===== src/rtl/pcie_rd_buf_pkg.sv =====
// Shared sizing defaults and read-FSM encoding for the PCIe read-data bank buffer.
package pcie_rd_buf_pkg;

  localparam int unsigned BANK_DEPTH = 256;
  localparam int unsigned DATA_W_DEF = 256;
  localparam int unsigned ADDR_W_DEF = $clog2(BANK_DEPTH) + 1;

  typedef enum logic [1:0] {
    RD_IDLE   = 2'd0,
    RD_STREAM = 2'd1,
    RD_DRAIN  = 2'd2
  } rd_state_e;

endpackage


===== src/rtl/pcie_rd_buf_skid.sv =====
// Two-entry output FIFO catching RAM read data one cycle after each read issue.
module pcie_rd_buf_skid #(
  parameter int unsigned W = 1
) (
  input  logic         clk,
  input  logic         clr,
  input  logic         push,
  input  logic [W-1:0] push_data,
  input  logic         pop,
  output logic         valid,
  output logic [W-1:0] data,
  output logic [1:0]   cnt
);

  logic [1:0][W-1:0] mem_q;
  logic              wr_idx;
  logic              rd_idx;

  // Storage carries no reset; only the pointers and occupancy are cleared.
  always_ff @(posedge clk) begin
    if (clr) begin
      wr_idx <= 1'b0;
      rd_idx <= 1'b0;
      cnt    <= 2'd0;
    end else begin
      if (push) begin
        mem_q[wr_idx] <= push_data;
        wr_idx        <= ~wr_idx;
      end
      if (pop) begin
        rd_idx <= ~rd_idx;
      end
      cnt <= cnt + 2'(push) - 2'(pop);
    end
  end

  assign valid = (cnt != 2'd0);
  assign data  = mem_q[rd_idx];

endmodule


===== src/rtl/pcie_rd_buf_ctrl.sv =====
// Ping-pong bank controller: frames land in one RAM bank while the other streams to PCIe.
module pcie_rd_buf_ctrl
  import pcie_rd_buf_pkg::*;
#(
  parameter int unsigned DATA_W = DATA_W_DEF,
  parameter int unsigned ADDR_W = ADDR_W_DEF
) (
  input  logic              clk,
  input  logic              rst,
  input  logic              buf_flush,
  input  logic [DATA_W-1:0] s_data,
  input  logic              s_valid,
  input  logic              s_last,
  output logic              s_ready,
  output logic [DATA_W-1:0] ram_wr_data,
  output logic [ADDR_W-1:0] ram_wr_addr,
  output logic              ram_wr_en,
  output logic [ADDR_W-1:0] ram_rd_addr,
  input  logic [DATA_W-1:0] ram_rd_data,
  output logic [DATA_W-1:0] m_data,
  output logic              m_valid,
  output logic              m_last,
  input  logic              m_ready,
  output logic [1:0]        bank_full
);

  localparam int unsigned PW = ADDR_W - 1;
  localparam int unsigned LW = ADDR_W;

  logic                 clr;
  logic                 wr_bank;
  logic                 rd_bank;
  logic [PW-1:0]        wr_ptr;
  logic [LW-1:0]        rd_ptr;
  logic [1:0][LW-1:0]   len_q;
  logic [1:0]           full_q;
  logic                 wr_en_q;
  logic [ADDR_W-1:0]    wr_addr_q;
  logic [DATA_W-1:0]    wr_data_q;
  logic                 in_flight_q;
  logic                 in_flight_last_q;
  rd_state_e            state_q;
  rd_state_e            state_d;
  logic                 s_fire;
  logic                 close;
  logic [LW-1:0]        cur_len;
  logic [2:0]           occ;
  logic                 issue;
  logic                 issue_last;
  logic                 pop;
  logic                 last_pop;
  logic [1:0]           set_m;
  logic [1:0]           clr_m;
  logic                 fifo_valid;
  logic [DATA_W:0]      fifo_data;
  logic [1:0]           fifo_cnt;

  assign clr        = rst | buf_flush;
  assign s_fire     = s_valid & ~full_q[wr_bank];
  assign close      = s_fire & (s_last | (wr_ptr == {PW{1'b1}}));
  assign cur_len    = len_q[rd_bank];
  assign pop        = m_valid & m_ready;
  assign last_pop   = pop & fifo_data[DATA_W];
  assign occ        = 3'(fifo_cnt) + 3'(in_flight_q) - 3'(pop);
  assign issue      = (state_q == RD_STREAM) && (rd_ptr < cur_len) && (occ < 3'd2);
  assign issue_last = issue && (rd_ptr == cur_len - LW'(1));
  assign set_m      = {close & wr_bank, close & ~wr_bank};
  assign clr_m      = {last_pop & rd_bank, last_pop & ~rd_bank};

  // Read FSM state register.
  always_ff @(posedge clk) begin
    if (clr) begin
      state_q <= RD_IDLE;
    end else begin
      state_q <= state_d;
    end
  end

  // Read FSM next state: wait for a full bank, issue its reads, then wait for the last beat out.
  always_comb begin
    state_d = state_q;
    unique case (state_q)
      RD_IDLE:   if (full_q[rd_bank]) state_d = RD_STREAM;
      RD_STREAM: if (issue_last)      state_d = RD_DRAIN;
      RD_DRAIN:  if (last_pop)        state_d = RD_IDLE;
      default:                        state_d = RD_IDLE;
    endcase
  end

  // Ingress: register each accepted beat to the RAM port and close the bank on last or wrap.
  always_ff @(posedge clk) begin
    if (clr) begin
      wr_bank   <= 1'b0;
      wr_ptr    <= '0;
      wr_en_q   <= 1'b0;
      wr_addr_q <= '0;
      wr_data_q <= '0;
      len_q     <= '0;
    end else begin
      wr_en_q <= s_fire;
      if (s_fire) begin
        wr_addr_q <= {wr_bank, wr_ptr};
        wr_data_q <= s_data;
      end
      if (close) begin
        len_q[wr_bank] <= LW'(wr_ptr) + LW'(1);
        wr_bank        <= ~wr_bank;
        wr_ptr         <= '0;
      end else if (s_fire) begin
        wr_ptr <= wr_ptr + PW'(1);
      end
    end
  end

  // Bank flags: writer and reader always act on different banks, so set and clear never collide.
  always_ff @(posedge clk) begin
    if (clr) begin
      full_q <= 2'b00;
    end else begin
      full_q <= (full_q | set_m) & ~clr_m;
    end
  end

  // Egress read pointer and the one-cycle RAM latency tracker.
  always_ff @(posedge clk) begin
    if (clr) begin
      rd_bank          <= 1'b0;
      rd_ptr           <= '0;
      in_flight_q      <= 1'b0;
      in_flight_last_q <= 1'b0;
    end else begin
      in_flight_q      <= issue;
      in_flight_last_q <= issue_last;
      if ((state_q == RD_IDLE) && full_q[rd_bank]) begin
        rd_ptr <= '0;
      end else if (issue) begin
        rd_ptr <= rd_ptr + LW'(1);
      end
      if (last_pop) begin
        rd_bank <= ~rd_bank;
      end
    end
  end

  pcie_rd_buf_skid #(
    .W (DATA_W + 1)
  ) u_skid (
    .clk       (clk),
    .clr       (clr),
    .push      (in_flight_q),
    .push_data ({in_flight_last_q, ram_rd_data}),
    .pop       (pop),
    .valid     (fifo_valid),
    .data      (fifo_data),
    .cnt       (fifo_cnt)
  );

  assign s_ready     = rst | ~full_q[wr_bank];
  assign ram_wr_en   = wr_en_q & ~rst;
  assign ram_wr_addr = rst ? '0 : wr_addr_q;
  assign ram_wr_data = wr_data_q;
  assign ram_rd_addr = rst ? '0 : {rd_bank, rd_ptr[PW-1:0]};
  assign m_valid     = fifo_valid & ~rst;
  assign m_last      = m_valid & fifo_data[DATA_W];
  assign m_data      = fifo_data[DATA_W-1:0];
  assign bank_full   = full_q;

endmodule


===== config.mk =====
export PLATFORM = sky130hd
export DESIGN_NAME = pcie_rd_buf_ctrl
export DESIGN_NICKNAME = d
export VERILOG_FILES = /design/src/rtl/pcie_rd_buf_pkg.sv /design/src/rtl/pcie_rd_buf_skid.sv /design/src/rtl/pcie_rd_buf_ctrl.sv
export SDC_FILE = /design/constraint.sdc
export NUM_CORES = 1
export LEC_CHECK = 0
export ABC_AREA = 1
export ABC_CLOCK_PERIOD_IN_PS = 23500
export BUFFER_PORTS_ARGS = -buffer_cell sky130_fd_sc_hd__buf_4
export CAP_MARGIN = 20
export CORE_AREA = 2 2 412 414
export CTS_CLUSTER_SIZE = 25
export DETAILED_ROUTE_END_ITERATION = 10
export DIE_AREA = 0 0 414 416
export GPL_ROUTABILITY_DRIVEN = 1
export HOLD_SLACK_MARGIN = 0.05
export MAX_ROUTING_LAYER = met4
export PLACE_DENSITY = 0.43
export SLEW_MARGIN = 20
export SYNTH_ARGS = -nofsm -noshare
export SYNTH_HDL_FRONTEND = slang
export SYNTH_SLANG_ARGS = --single-unit

===== constraint.sdc =====
create_clock -name clk -period 23.5 [get_ports clk]
set_input_delay 2.35 -clock clk [delete_from_list [all_inputs] [get_ports clk]]
set_output_delay 2.35 -clock clk [all_outputs]
set_load 0.01 [all_outputs]

==> flow_summary.yaml <==
yosys:
  muxShareOfSynthArea_pct: 0.0328
  synth-simple-area-share_pct: 19.0
  synth-edff-count: 514
  synth_nets: 3465
  avgSynthCellArea_sq_um: 10.4
  yosys.area_share.xor_xnor_pct: 0.287
  synth_top_family_by_area: "simple AND/OR/NAND/NOR gates"
  synthCells: 2932
  ys_seq_area_share_pct: 71.0
  yosys.area_share.adder_pct: 0.639
  async_reset_ff_share_pct: 0
  ys_ff_latch: 827
  synth_compound_area_share_pct: 5.74
  synth_area_sq_um: 30600
  ys_types: 43
  yosys_warnings: 0
  synth_ff_type: "edfxtp_1"
clock_tree:
  numCtsBuffers: 100
  h-tree-depth: 3
  cts_hold_buffers: 0
  cts.path.max_buffers: 3
  cts.repair.resized: 0
  root_buffer: "clkbuf_16"
  clk_pin_slew_ns: 0.05
  clock_latency_ns: 0.73
  cts.sinks: 827
  cts_tree: "yes"
  cts_setup_buffers: 0
die:
  row_count: 151
  ios: 1054
  die_area_sq_um: 172000
  core_region_area_sq_um: 168000
  start_util_pct: 18.2
  die_w_microns: 414
  die_h_microns: 416
drt:
  top_layer: "met4"
  drc: 0
  dr_wl_met2_microns: 59500
  dr_wl_met3_microns: 11200
  routedLengthMet1_microns: 43800
  drt-total-wl_microns: 118000
  ant_nets: 0
  firstDrtPassIters: 5
  num_vias: 23955
  drt_iter0_markers: 1406
  post_drt_wl_per_cell_microns: 18.8
  routed_via_density: 3.82
place:
  place_area_sq_um: 40800
  dp_hpwl_microns: 84100
  portBuffers: 1053
  place_congestion: 0.846
sta:
  maxSlewHeadroom_pct: 15.5
  drv_slew: 0
  timing.hold.ws_ns: 0.453
  worst_pin_slew_ns: 1.27
  fmax_ghz: 0.141
  fin_setup_tns_ns: 0
  hold_viol_final: 0
  final.period_utilization_pct: 30.1
  clock-skew-final_ns: 0.0306
  final.min_clock_period_ns: 7.07
  setup_viol: 0
  rsz0062_at_grt: "false"
power:
  peakVddDrop_uv: 53.3
  total_leakage_power_nw: 18.0
  power_density_nw_per_um2: 74.3
cells_and_area:
  fillers: 17951
  design_area_sq_um: 44000
  layout.nets: 4485
  post_route_cells_drive_above_1_share_pct: 31.0
  synthToLayoutAreaGrowth_pct: 44.1
grt:
  grt_pass1_wl_microns: 165000
  antenna_found_initial: 14
  globalRouteTotalUtil_pct: 13.5
  grt_max_degree: 196
  first_global_vias: 23093
  grt_overflow: 0
setup_path:
  critPathRequiredTime_ns: 23.84
  critical_path.startpoint_type: "input port"
  path_class: "input port to flop"
  critPathMaxFanout: 77
  arrival_ns: 7.41
  critPathCaptureType: "flop"
run_status:
  status: "completed"
run:
  drv_cap: 0
min_path:
  worst_hold_path_type: "flop to flop"
where the power goes:
part / switching (mW) / internal, mW / leakage [nW] / total [mW]
clock: 0.638 / 0.887 / 1.57 / 1.52
sequential: 0.00821 / 1.56 / 7.16 / 1.56
combinational: 0.0927 / 0.0894 / 9.28 / 0.182
area by class of cell:
class / count / area, sq um / area share, %
diodes: 9 / 22.5 / 0.0512
clock buffers: 139 / 2750 / 6.24
clock inverters: 48 / 494 / 1.12
inverters: 73 / 309 / 0.702
multi-input cells: 1877 / 7880 / 17.9
flip-flops and latches: 827 / 21700 / 49.3
well taps: 2218 / 2780 / 6.30
repair buffers: 1073 / 8090 / 18.4
synth_stat cells (2+ instances only):
cell type | n | area (sq um)
nor3_1 | 3 | 15.0
nand2_2 | 8 | 50.1
inv_2 | 5 | 18.8
inv_1 | 65 | 244
dfxtp_1 | 313 | 6270
nor2_1 | 54 | 203
a21oi_1 | 307 | 1540
nand3_2 | 3 | 30.0
nor2_2 | 8 | 50.1
or2_2 | 2 | 12.5
nand2_4 | 3 | 33.8
a21oi_2 | 2 | 17.5
o21ai_0 | 30 | 150
buf_6 | 3 | 33.8
clkbuf_1 | 117 | 439
nand2_1 | 1392 | 5230
o21ai_1 | 4 | 20.0
buf_2 | 6 | 30.0
xor2_1 | 7 | 61.3
ha_1 | 14 | 175
nand4_1 | 2 | 12.5
buf_4 | 22 | 165
buf_1 | 5 | 18.8
edfxtp_1 | 514 | 15400
nand3_1 | 23 | 115
xnor2_1 | 3 | 26.3
registers in the layout (all words and copies together) (netlist names), 2 cells and up:
| register | cells |
|---|---|
| bank_full | 2 |
| u_skid.mem_q | 514 |
| ram_wr_data | 256 |
| u_skid.cnt | 2 |
| wr_addr_q | 9 |
| rd_ptr | 9 |
| len_q | 18 |
| state_q | 2 |
| wr_ptr | 8 |
stage by stage:
step,util [%],cells,setup slack (ns),power [mW]
after floorplan,-,2932,2.13,1.66
after global placement,24.2,6068,15.43,1.78
after detailed placement,24.2,6068,15.48,1.78
after CTS,26.2,6255,16.31,3.33
after global routing,26.2,6264,15.97,3.40
final,26.2,6264,16.43,3.27
worst max-delay path, stage by stage:
cell and delay, ns:
buf_4 0.20, nor2_2 0.11, buf_4 0.31, inv_8 0.22, nor2_4 0.85, buf_4 0.77
buf_4 0.82, buf_4 0.84, buf_4 0.67
cell usage in the layout, fill, tap and decap left out, types with 6 or more instances in the layout:
| master | Yosys | final |
|---|---|---|
| bufinv_16 | 0 | 6 |
| buf_4 | 22 | 1070 |
| edfxtp_1 | 514 | 514 |
| nand2_1 | 1392 | 1392 |
| clkbuf_16 | 0 | 100 |
| nor2_2 | 8 | 9 |
| ha_1 | 14 | 14 |
| o21ai_0 | 30 | 30 |
| clkbuf_1 | 117 | 29 |
| inv_1 | 65 | 65 |
| clkinv_1 | 1 | 20 |
| xor2_1 | 7 | 7 |
| dfxtp_1 | 313 | 312 |
| nand3_1 | 23 | 23 |
| clkbuf_8 | 0 | 10 |
| nor2_1 | 54 | 52 |
| diode_2 | 0 | 9 |
| clkinv_2 | 0 | 9 |
| a21oi_1 | 307 | 307 |
| nand2_2 | 8 | 8 |
metal layers:
layer | vias to the layer above | track usage [%]
met5 | - | -
met4 | 0 | 4.71
met1 | 11325 | 13.9
met3 | 134 | 5.70
met2 | 784 | 22.9
li1 | 11712 | -
path summary, 6_finish.rpt:
check | from | end | slack [ns] | depth (start not counted)
worst max register to register | in_flight_q | u_skid.mem_q[26] | 18.29 | 6
worst max-delay path | rst | u_skid.mem_q[26] | 16.43 | 9
worst min-delay path | wr_addr_q[5] | wr_addr_q[5] | 0.45 | 2
worst min register to register | wr_addr_q[5] | wr_addr_q[5] | 0.45 | 2
cells by family after synthesis:
| logic type | Yosys count |
|---|---|
| DFF | 827 |
| adders and majority gates | 15 |
| AOI/OAI and AO/OA | 347 |
| muxes | 1 |
| xor gates and xnor gates | 10 |
| buffers and inverters | 228 |
| and+or+nand+nor | 1504 |
(Power assumes the default switching activity.)
